File: src/rtl/clock_pkg.sv
// Shared definitions for the millennium clock: field select codes and set-mode timing defaults.
package clock_pkg;

  typedef enum logic [2:0] {
    SEL_RUN   = 3'b000,
    SEL_SEC   = 3'b001,
    SEL_MIN   = 3'b010,
    SEL_HOUR  = 3'b011,
    SEL_DAY   = 3'b100,
    SEL_YEAR  = 3'b101,
    SEL_MONTH = 3'b110
  } sel_e;

  localparam logic [3:0] HOLD_CYCLES  = 4'd3;
  localparam logic [5:0] IDLE_TIMEOUT = 6'd30;

  // Edit order: HOUR -> MIN -> SEC -> DAY -> MONTH -> YEAR -> back to RUN.
  function automatic sel_e next_field(input sel_e cur);
    sel_e nxt;
    case (cur)
      SEL_HOUR:  nxt = SEL_MIN;
      SEL_MIN:   nxt = SEL_SEC;
      SEL_SEC:   nxt = SEL_DAY;
      SEL_DAY:   nxt = SEL_MONTH;
      SEL_MONTH: nxt = SEL_YEAR;
      default:   nxt = SEL_RUN;
    endcase
    return nxt;
  endfunction

endpackage

File: src/rtl/set_mode_ctrl_if.sv
// Button levels in, field select / adjust pulses / display flags out of the set-mode controller.
interface set_mode_ctrl_if;
  logic       btn_mode;
  logic       btn_next;
  logic       btn_up;
  logic       btn_down;
  logic [2:0] select_item;
  logic       up;
  logic       down;
  logic       en_1;
  logic       blink;
  logic       editing;

  modport master (
    input  btn_mode, btn_next, btn_up, btn_down,
    output select_item, up, down, en_1, blink, editing
  );

  modport slave (
    output btn_mode, btn_next, btn_up, btn_down,
    input  select_item, up, down, en_1, blink, editing
  );
endinterface

File: src/rtl/set_mode_ctrl_btn_repeat.sv
// Registered button edge detector with hold counter; pulses on press and auto-repeats once held long enough.
module btn_repeat
  import clock_pkg::*;
(
  input  logic clk_1Hz,
  input  logic rst_n,
  input  logic i_btn,
  input  logic i_clr,
  output logic o_pulse,
  output logic o_level
);

  logic       r_cur;
  logic       r_prev;
  logic [3:0] r_hold;

  always_ff @(posedge clk_1Hz) begin
    if (!rst_n) begin
      r_cur  <= 1'b0;
      r_prev <= 1'b0;
      r_hold <= '0;
    end else begin
      r_cur  <= i_btn;
      r_prev <= r_cur;
      // Counts every held cycle including the press cycle, then saturates.
      if (i_clr || !r_cur)
        r_hold <= '0;
      else if (r_hold != HOLD_CYCLES)
        r_hold <= r_hold + 4'd1;
    end
  end

  assign o_pulse = r_cur & (~r_prev | (r_hold == HOLD_CYCLES));
  assign o_level = r_cur;

endmodule

File: src/rtl/set_mode_ctrl.sv
// Set-mode controller: sequences field editing, adjust pulses, idle timeout and blink for the clock counters.
module set_mode_ctrl
  import clock_pkg::*;
(
  input  logic              clk_1Hz,
  input  logic              rst_n,
  set_mode_ctrl_if.master   bus
);

  sel_e       r_sel;
  sel_e       w_sel_nxt;
  logic       r_up;
  logic       r_down;
  logic       r_en;
  logic       r_blink;
  logic       r_edit;
  logic [5:0] r_idle;
  logic [5:0] w_idle_nxt;
  logic       r_mode_cur;
  logic       r_mode_prev;
  logic       r_next_cur;
  logic       r_next_prev;
  logic       w_mode_press;
  logic       w_next_press;
  logic       w_edit;
  logic       w_chg;
  logic       w_clr;
  logic       w_up_nxt;
  logic       w_dn_nxt;
  logic       w_up_pulse;
  logic       w_up_lvl;
  logic       w_dn_pulse;
  logic       w_dn_lvl;

  assign w_mode_press = r_mode_cur & ~r_mode_prev;
  assign w_next_press = r_next_cur & ~r_next_prev;
  assign w_edit       = (r_sel != SEL_RUN);
  // Hold counters restart on every field change and stay idle in run.
  assign w_clr        = w_chg | ~w_edit;

  btn_repeat u_rep_up (
    .clk_1Hz (clk_1Hz),
    .rst_n   (rst_n),
    .i_btn   (bus.btn_up),
    .i_clr   (w_clr),
    .o_pulse (w_up_pulse),
    .o_level (w_up_lvl)
  );

  btn_repeat u_rep_dn (
    .clk_1Hz (clk_1Hz),
    .rst_n   (rst_n),
    .i_btn   (bus.btn_down),
    .i_clr   (w_clr),
    .o_pulse (w_dn_pulse),
    .o_level (w_dn_lvl)
  );

  always_ff @(posedge clk_1Hz) begin
    if (!rst_n)
      r_sel <= SEL_RUN;
    else
      r_sel <= w_sel_nxt;
  end

  always_comb begin
    w_sel_nxt  = r_sel;
    w_up_nxt   = 1'b0;
    w_dn_nxt   = 1'b0;
    w_idle_nxt = '0;

    if (w_mode_press)
      w_sel_nxt = w_edit ? SEL_RUN : SEL_HOUR;
    else if (w_edit && w_next_press)
      w_sel_nxt = next_field(r_sel);
    else if (w_edit && (r_idle == IDLE_TIMEOUT))
      w_sel_nxt = SEL_RUN;

    w_chg = (w_sel_nxt != r_sel);

    if (w_edit && !w_chg && !(w_up_lvl && w_dn_lvl)) begin
      w_up_nxt = w_up_pulse;
      w_dn_nxt = w_dn_pulse;
    end

    if (w_edit && !w_chg && !w_next_press && !w_up_lvl && !w_dn_lvl)
      w_idle_nxt = r_idle + 6'd1;
  end

  always_ff @(posedge clk_1Hz) begin
    if (!rst_n) begin
      r_up        <= 1'b0;
      r_down      <= 1'b0;
      r_en        <= 1'b1;
      r_blink     <= 1'b1;
      r_edit      <= 1'b0;
      r_idle      <= '0;
      r_mode_cur  <= 1'b0;
      r_mode_prev <= 1'b0;
      r_next_cur  <= 1'b0;
      r_next_prev <= 1'b0;
    end else begin
      r_up        <= w_up_nxt;
      r_down      <= w_dn_nxt;
      r_en        <= (w_sel_nxt == SEL_RUN);
      r_blink     <= (w_sel_nxt == SEL_RUN) ? 1'b1 : ~r_blink;
      r_edit      <= (w_sel_nxt != SEL_RUN);
      r_idle      <= w_idle_nxt;
      r_mode_cur  <= bus.btn_mode;
      r_mode_prev <= r_mode_cur;
      r_next_cur  <= bus.btn_next;
      r_next_prev <= r_next_cur;
    end
  end

  assign bus.select_item = r_sel;
  assign bus.up          = r_up;
  assign bus.down        = r_down;
  assign bus.en_1        = r_en;
  assign bus.blink       = r_blink;
  assign bus.editing     = r_edit;

endmodule
File: src/flat_wrapper.sv
// flat-port wrapper written by rule: the top's interface ports become plain ports
module set_mode_ctrl_flat import clock_pkg::*;
  (clk_1Hz, rst_n, bus_btn_mode, bus_btn_next, bus_btn_up, bus_btn_down, bus_select_item, bus_up, bus_down, bus_en_1, bus_blink, bus_editing);
  set_mode_ctrl_if bus_i ();
  input  logic clk_1Hz;
  input  logic rst_n;
  input wire logic [$bits(bus_i.btn_mode)-1:0] bus_btn_mode;
  input wire logic [$bits(bus_i.btn_next)-1:0] bus_btn_next;
  input wire logic [$bits(bus_i.btn_up)-1:0] bus_btn_up;
  input wire logic [$bits(bus_i.btn_down)-1:0] bus_btn_down;
  output wire logic [$bits(bus_i.select_item)-1:0] bus_select_item;
  output wire logic [$bits(bus_i.up)-1:0] bus_up;
  output wire logic [$bits(bus_i.down)-1:0] bus_down;
  output wire logic [$bits(bus_i.en_1)-1:0] bus_en_1;
  output wire logic [$bits(bus_i.blink)-1:0] bus_blink;
  output wire logic [$bits(bus_i.editing)-1:0] bus_editing;
  assign bus_i.btn_mode = bus_btn_mode;
  assign bus_i.btn_next = bus_btn_next;
  assign bus_i.btn_up = bus_btn_up;
  assign bus_i.btn_down = bus_btn_down;
  assign bus_select_item = bus_i.select_item;
  assign bus_up = bus_i.up;
  assign bus_down = bus_i.down;
  assign bus_en_1 = bus_i.en_1;
  assign bus_blink = bus_i.blink;
  assign bus_editing = bus_i.editing;
  set_mode_ctrl u_core (.clk_1Hz(clk_1Hz), .rst_n(rst_n), .bus(bus_i));
endmodule
File: config.mk
export PLATFORM = sky130hd
export DESIGN_NAME = set_mode_ctrl_flat
export DESIGN_NICKNAME = d
export VERILOG_FILES = /design/src/rtl/clock_pkg.sv /design/src/rtl/set_mode_ctrl_if.sv /design/src/rtl/set_mode_ctrl_btn_repeat.sv /design/src/rtl/set_mode_ctrl.sv /design/src/flat_wrapper.sv
export SDC_FILE = /design/constraint.sdc
export NUM_CORES = 1
export LEC_CHECK = 0
export BUFFER_PORTS_ARGS = -buffer_cell sky130_fd_sc_hd__buf_2
export CAP_MARGIN = 10
export CELL_PAD_IN_SITES_DETAIL_PLACEMENT = 1
export CELL_PAD_IN_SITES_GLOBAL_PLACEMENT = 1
export CORE_MARGIN = 1
export CORE_UTILIZATION = 36
export CTS_BUF_LIST = sky130_fd_sc_hd__clkbuf_8
export CTS_CLUSTER_DIAMETER = 60
export DETAILED_ROUTE_END_ITERATION = 6
export GPL_ROUTABILITY_DRIVEN = 1
export PLACE_DENSITY_LB_ADDON = 0.1
export SLEW_MARGIN = 10
export SYNTH_ARGS = -nofsm -noshare
export SYNTH_HDL_FRONTEND = slang
export SYNTH_SLANG_ARGS = --single-unit
File: constraint.sdc
create_clock -name clk_1Hz -period 1.7 [get_ports clk_1Hz]
set_clock_uncertainty 0.05 [all_clocks]
set_input_delay 0.34 -clock clk_1Hz [delete_from_list [all_inputs] [get_ports clk_1Hz]]
set_output_delay 0.34 -clock clk_1Hz [all_outputs]
set_load 0.05 [all_outputs]
==> impl_metrics.json, run 1 <==
{
  "grt_max_degree": 15,
  "synth_cell_types": 34,
  "ioPinCount": 14,
  "finalSetupViolCount": 0,
  "final_max_slew_viol_count": 0,
  "core_footprint_um2": 3150,
  "cts_repair_resize_count": 0,
  "worst-path-buf-inv": 1,
  "stdcell_area_um2": 1450,
  "cts_sinks": 30,
  "worstPathRequired_ps": 1310,
  "antenna_found_initial": 0,
  "diodes": 0,
  "yosys.area.top_type_share_pct": 48.3,
  "startpoint": "u_core.bus.select_item[0]",
  "run_status": "finished, final reports clean",
  "cts_htree_levels": 2,
  "async_flop_share_pct": 0,
  "startpoint_type": "flip-flop",
  "timing.critical_path.max_delay_family": "flip-flops",
  "crit-reg2reg-launch": "u_core.u_rep_up.r_hold[0]",
  "gpl_wtd_cong": 0.772,
  "crit_path_top_delay_cell": "dfxtp_1",
  "class_of_the_most_critical_setup_path": "flip-flop to primary output",
  "place_hpwl_um": 1660,
  "number_of_buffers_between_clock_root_and_the_deepest_sink": 2,
  "post-route-period-util_pct": 88.8,
  "post_route_cells_drive_above_1_share_pct": 21.7,
  "postSynthNetCount": 133,
  "critPathCaptureType": "primary output",
  "vias": 880,
  "die_area_um2": 3690,
  "timing.final.crit_period_ps": 1510,
  "yosysSeqAreaShare_pct": 48.3,
  "synth_area_leaders": "dfxtp_1, nor2_1, and2_1",
  "worst-path-max-fanout": 10,
  "max_freq_mhz": 662,
  "fin_hold_ws_ps": 223,
  "ys.warnings.count": 0,
  "post_synthesis_cell_area_um2": 1240,
  "synth_top_cell_by_area": "dfxtp_1",
  "die_width_um": 60.7,
  "cp_data_arrival_time_ps": 1120,
  "die_h_um": 60.7,
  "vdd.ir_drop.worst_v": 0.000467,
  "hold_path.startpoint": "bus_btn_next",
  "residual_drc": 0,
  "detail_route.wl_per_cell_um": 12.0,
  "max_slew.worst_pin.slew_ps": 475,
  "syn-mean-instance-area_um2": 10.1,
  "tritoncts.num_buffers": 5,
  "ctsHoldBuffers": 0,
  "setup_total_negative_slack_ps": 0,
  "worst_slew_margin_rel_pct": 68.3,
  "globalRoute.totalOverflow": 0,
  "clock_tree_from_tritoncts": "yes",
  "area_delta_synth_final_pct": 16.4,
  "synth-edff-count": 0,
  "synth_top_flop_cell": "dfxtp_1",
  "post_cts_buffers": 0,
  "post-place-ws_ps": 233,
  "grt_first_pass_wirelength_um": 4030,
  "placed_area_um2": 1360,
  "setup_slack_ps": 190,
  "first_global_vias": 906,
  "root_buffer": "clkbuf_8",
  "final_hold_viols": 0,
  "p_leak_nw": 0.567,
  "grt_use_total_pct": 15.4,
  "syn_inst": 123,
  "cts.reportedPaths.clkPinSlew_ps": 60,
  "starting_density_of_the_core_pct": 39.4,
  "crit_path_max_incr_delay_ps": 510,
  "nets": 152,
  "clock_insertion_delay_worst_skew_ps": 280,
  "totalPowerFinal_mw": 1.45,
  "placementRows": 20,
  "cap_violations": 0,
  "grt_setup_unrepaired": "no",
  "path_cells": "buf_2",
  "synth.ff_latch_count": 30,
  "postRouteWirelength_um": 2240,
  "portBuffers": 13,
  "pwr_density_cell_nw_per_um2": 1000,
  "routed_via_density": 4.71,
  "drt_first_iter_violations": 23,
  "hold_path.class": "input pin to flip-flop",
  "drt_pre_antenna_iters": 2,
  "antenna_violating_nets_post_route": 0
}
cells in the final DEF, fill, tap and decap left out, types with 2 or more instances in the layout:
cell type,instances
ha_1,4
clkbuf_8,6
nor2b_1,2
nor3_1,3
buf_2,13
nand2b_1,3
dfxtp_1,30
inv_1,2
nor3b_1,2
a31oi_1,2
nand2_1,4
nand3_4,3
nand3b_1,3
and2_1,10
nand3_1,7
mux2i_1,2
xor2_1,6
xnor2_1,2
a21oi_1,3
nor2_1,17
o21ai_0,4
buf_4,2
final cells by class:
type                       count  area [um^2]
fill                         379         1710
multi-input combinational     89          616
sequential                    30          601
clock buffer                   6         82.6
timing repair buffer          15         80.1
tap                           44         55.1
clock inverter                 2         8.76
inverter                       1         3.75
synthesized netlist by cell type, drive strengths merged, types with 2 or more instances:
cell    instances
and2           10
ha              4
nor2b           2
buf             2
a21oi           3
dfxtp          30
nor3            3
xnor2           2
xor2            6
nand2b          3
nor2           17
nand3b          3
nand3          10
a31oi           2
and2b           2
mux2i           2
o21ai           4
nor3b           2
and3            2
nand2           4
power by group:
part / switching (mW) / total, mW / internal [mW] / leakage [nW]
registers: 0.0196 / 0.745 / 0.726 / 0.244
clock network: 0.252 / 0.572 / 0.320 / 0.0524
logic: 0.0876 / 0.136 / 0.0488 / 0.270
total: 0.359 / 1.45 / 1.09 / 0.567
registers in the layout, summed over array words and instances (netlist names), 3 cells and up:
| signal | cells |
|---|---|
| u_core.u_rep_dn.r_hold | 4 |
| u_core.r_idle | 6 |
| u_core.bus.select_item | 3 |
| u_core.u_rep_up.r_hold | 4 |
layer usage:
layer	part of all wire, %	up-vias	wire length, um	track usage, %
met1	47	408	1050	18.2
met2	48	12	1070	25.0
met4	1.3	0	28	5.84
met5	0	-	0	0
li1	-	456	-	-
met3	3.9	4	88	6.40
stage by stage:
stage / utilization [%] / std cells
after detailed placement: 43.0 / 179
after floorplan: - / 123
final: 45.9 / 187
after CTS: 45.9 / 187
after global routing: 45.9 / 187
after global placement: 43.0 / 179
worst paths after layout:
check,endpoint,slack [ps],cells after the start
worst max-delay path,bus_select_item[0],190,1
worst min-delay path,u_core.r_next_cur,220,2
worst max register to register,u_core.bus.up,240,4
worst min register to register,u_core.bus.blink,360,1
cells by family after synthesis:
family	count (synthesis)	synth area share, %
xor gates and xnor gates	8	5.64
AOI/OAI and AO/OA	13	7.35
and+or+nand+nor	62	30.9
DFF	30	48.3
adders and majority gates	4	4.03
buffers and inverters	4	2.11
muxes	2	1.61
No activity file was read; power rests on OpenSTA's default activity.
==> inputs of run 2 (changes only) <==
--- a/config.mk
+++ b/config.mk
@@ -9,10 +9,9 @@
 export CAP_MARGIN = 10
 export CELL_PAD_IN_SITES_DETAIL_PLACEMENT = 1
 export CELL_PAD_IN_SITES_GLOBAL_PLACEMENT = 1
-export CORE_MARGIN = 1
 export CORE_UTILIZATION = 36
 export CTS_BUF_LIST = sky130_fd_sc_hd__clkbuf_8
-export CTS_CLUSTER_DIAMETER = 60
+export CTS_CLUSTER_DIAMETER = 50
 export DETAILED_ROUTE_END_ITERATION = 6
 export GPL_ROUTABILITY_DRIVEN = 1
 export PLACE_DENSITY_LB_ADDON = 0.1
==> constraint.sdc (replaced) <==
create_clock -name clk_1Hz -period 1.7 [get_ports clk_1Hz]
set_clock_uncertainty 0.05 [all_clocks]
set_input_delay 0.34 -clock clk_1Hz [delete_from_list [all_inputs] [get_ports clk_1Hz]]
set_output_delay 0.34 -clock clk_1Hz [all_outputs]
set_load 0.02 [all_outputs]
==> run 2 against run 1 <==
  * Non-clock buffer count grew 1
  * Sequential power is essentially flat
  * Final cell count is the same
  * Combinational power shrank 15%
  * Global-route usage grew 0.56 points
  * Worst setup slack gained 74 ps
  * Critical path depth grew 3
  * Hold slack lost 11 ps
  * Sequential share of layout area grew 0.14 points
  * Largest power group unchanged
  * Highest routed layer unchanged
==> impl_metrics.json, run 2 (synthesized netlist as in run 1, its figures left out) <==
{
  "diodes": 0,
  "max_freq_mhz": 697,
  "max_slew.worst_pin.slew_ps": 449,
  "register_area_um2": 601,
  "setup_total_negative_slack_ps": 0,
  "finalCoreUtilization_pct": 45.7,
  "cts.reportedPaths.clkPinSlew_ps": 60,
  "globalRoute.totalOverflow": 0,
  "timing.final.crit_period_ps": 1440,
  "area_delta_synth_final_pct": 16.0,
  "grt_use_total_pct": 15.9,
  "top_register": "u_core.r_idle",
  "class_of_the_most_critical_setup_path": "flip-flop to flip-flop",
  "residual_drc": 0,
  "placementRows": 20,
  "starting_density_of_the_core_pct": 39.4,
  "cts_repair_resize_count": 0,
  "largest_reg_flops": 6,
  "layout.cells.most_common_list": "dfxtp_1, nor2_1, buf_2, and2_1, nand3_1",
  "antenna_violating_nets_post_route": 0,
  "tritoncts.num_buffers": 5,
  "number_of_buffers_between_clock_root_and_the_deepest_sink": 2,
  "worstPathRequired_ps": 1870,
  "run_status": "finished, final reports clean",
  "finalSetupViolCount": 0,
  "final_hold_viols": 0,
  "antenna_found_initial": 0,
  "pwr_density_cell_nw_per_um2": 963,
  "vdd.ir_drop.worst_v": 0.000507,
  "clock_insertion_delay_worst_skew_ps": 290,
  "ioPinCount": 14,
  "worst_slew_margin_rel_pct": 70.0,
  "final_common_cell": "dfxtp_1",
  "die_width_um": 60.7,
  "p_leak_nw": 0.564,
  "post-route-period-util_pct": 84.4,
  "critPathCaptureType": "flip-flop",
  "nets": 153,
  "whs_path_depth": 2,
  "root_buffer": "clkbuf_8",
  "area_used_by_multi_input_combinational_logic_um2": 616,
  "detail_route.wl_per_cell_um": 12.6,
  "vias": 886,
  "gpl_wtd_cong": 0.764,
  "grt_first_pass_wirelength_um": 4080,
  "cp_data_arrival_time_ps": 1600,
  "routed_via_density": 4.74,
  "die_h_um": 60.7,
  "portBuffers": 13,
  "ctsHoldBuffers": 0,
  "worst-r2r-cell-count": 4,
  "post_cts_buffers": 0,
  "cap_violations": 0,
  "die_area_um2": 3690,
  "startpoint_type": "flip-flop",
  "grt_max_degree": 15,
  "fillCellCount": 378,
  "clock_tree_from_tritoncts": "yes",
  "first_global_vias": 912,
  "place_hpwl_um": 1730,
  "cts_htree_levels": 2,
  "postRouteWirelength_um": 2350,
  "cts_sinks": 30,
  "biggestRegsByFlops": "u_core.r_idle (6), u_core.u_rep_dn.r_hold (4), u_core.u_rep_up.r_hold (4)",
  "core_footprint_um2": 3150,
  "grt_setup_unrepaired": "no",
  "post_route_cells_drive_above_1_share_pct": 22.4,
  "final_max_slew_viol_count": 0,
  "drt_pre_antenna_iters": 2,
  "worst-path-max-fanout": 3,
  "hold_path.class": "input pin to flip-flop",
  "drt_first_iter_violations": 19
}
## run 2: through the flow
step	setup WS [ps]	hold WS [ps]	instances	instance area [um^2]	total power, mW
3_3_place_gp	255	342	180	1360	0.872
2_1_floorplan	302	380	123	1240	0.842
4_1_cts	225	205	187	1440	1.42
6_report	265	213	187	1440	1.39
5_1_grt	109	210	187	1440	1.46
3_5_place_dp	226	375	180	1360	0.877
## run 2: final timing paths
kind / startpoint / to / slack (ps)
worst max-delay path: u_core.u_rep_up.r_hold[0] / u_core.bus.up / 260
worst min-delay path: bus_btn_next / u_core.r_next_cur / 210
worst max register to register: u_core.u_rep_up.r_hold[0] / u_core.bus.up / 260
worst min register to register: u_core.bus.blink / u_core.bus.blink / 380
## run 2: final cells by class
cell class	instances	area share [%]
timing repair buffer	16	6.08
tap	44	3.82
clock buffer	5	4.77
inverter	1	0.260
multi-input combinational	89	42.7
sequential	30	41.7
clock inverter	2	0.694
## run 2: worst max-delay path, cell delays in order, from the launching register on
cell	delay, ps
dfxtp_1	370
ha_1	190
nor3b_1	410
and2b_1	240
nor3_1	110
## run 2: layer usage
layer	up-vias	share of wire [%]	track usage (%)
met4	0	2.2	8.77
li1	457	-	-
met5	-	0	0
met2	11	50	24.5
met3	6	3.8	7.68
met1	412	44	18.2
## run 2: where the power goes
part           internal [mW]  switching (mW)  total [mW]
clock                  0.274           0.257       0.530
combinational         0.0510          0.0646       0.116
sequential             0.726          0.0172       0.743
total                   1.05           0.338        1.39
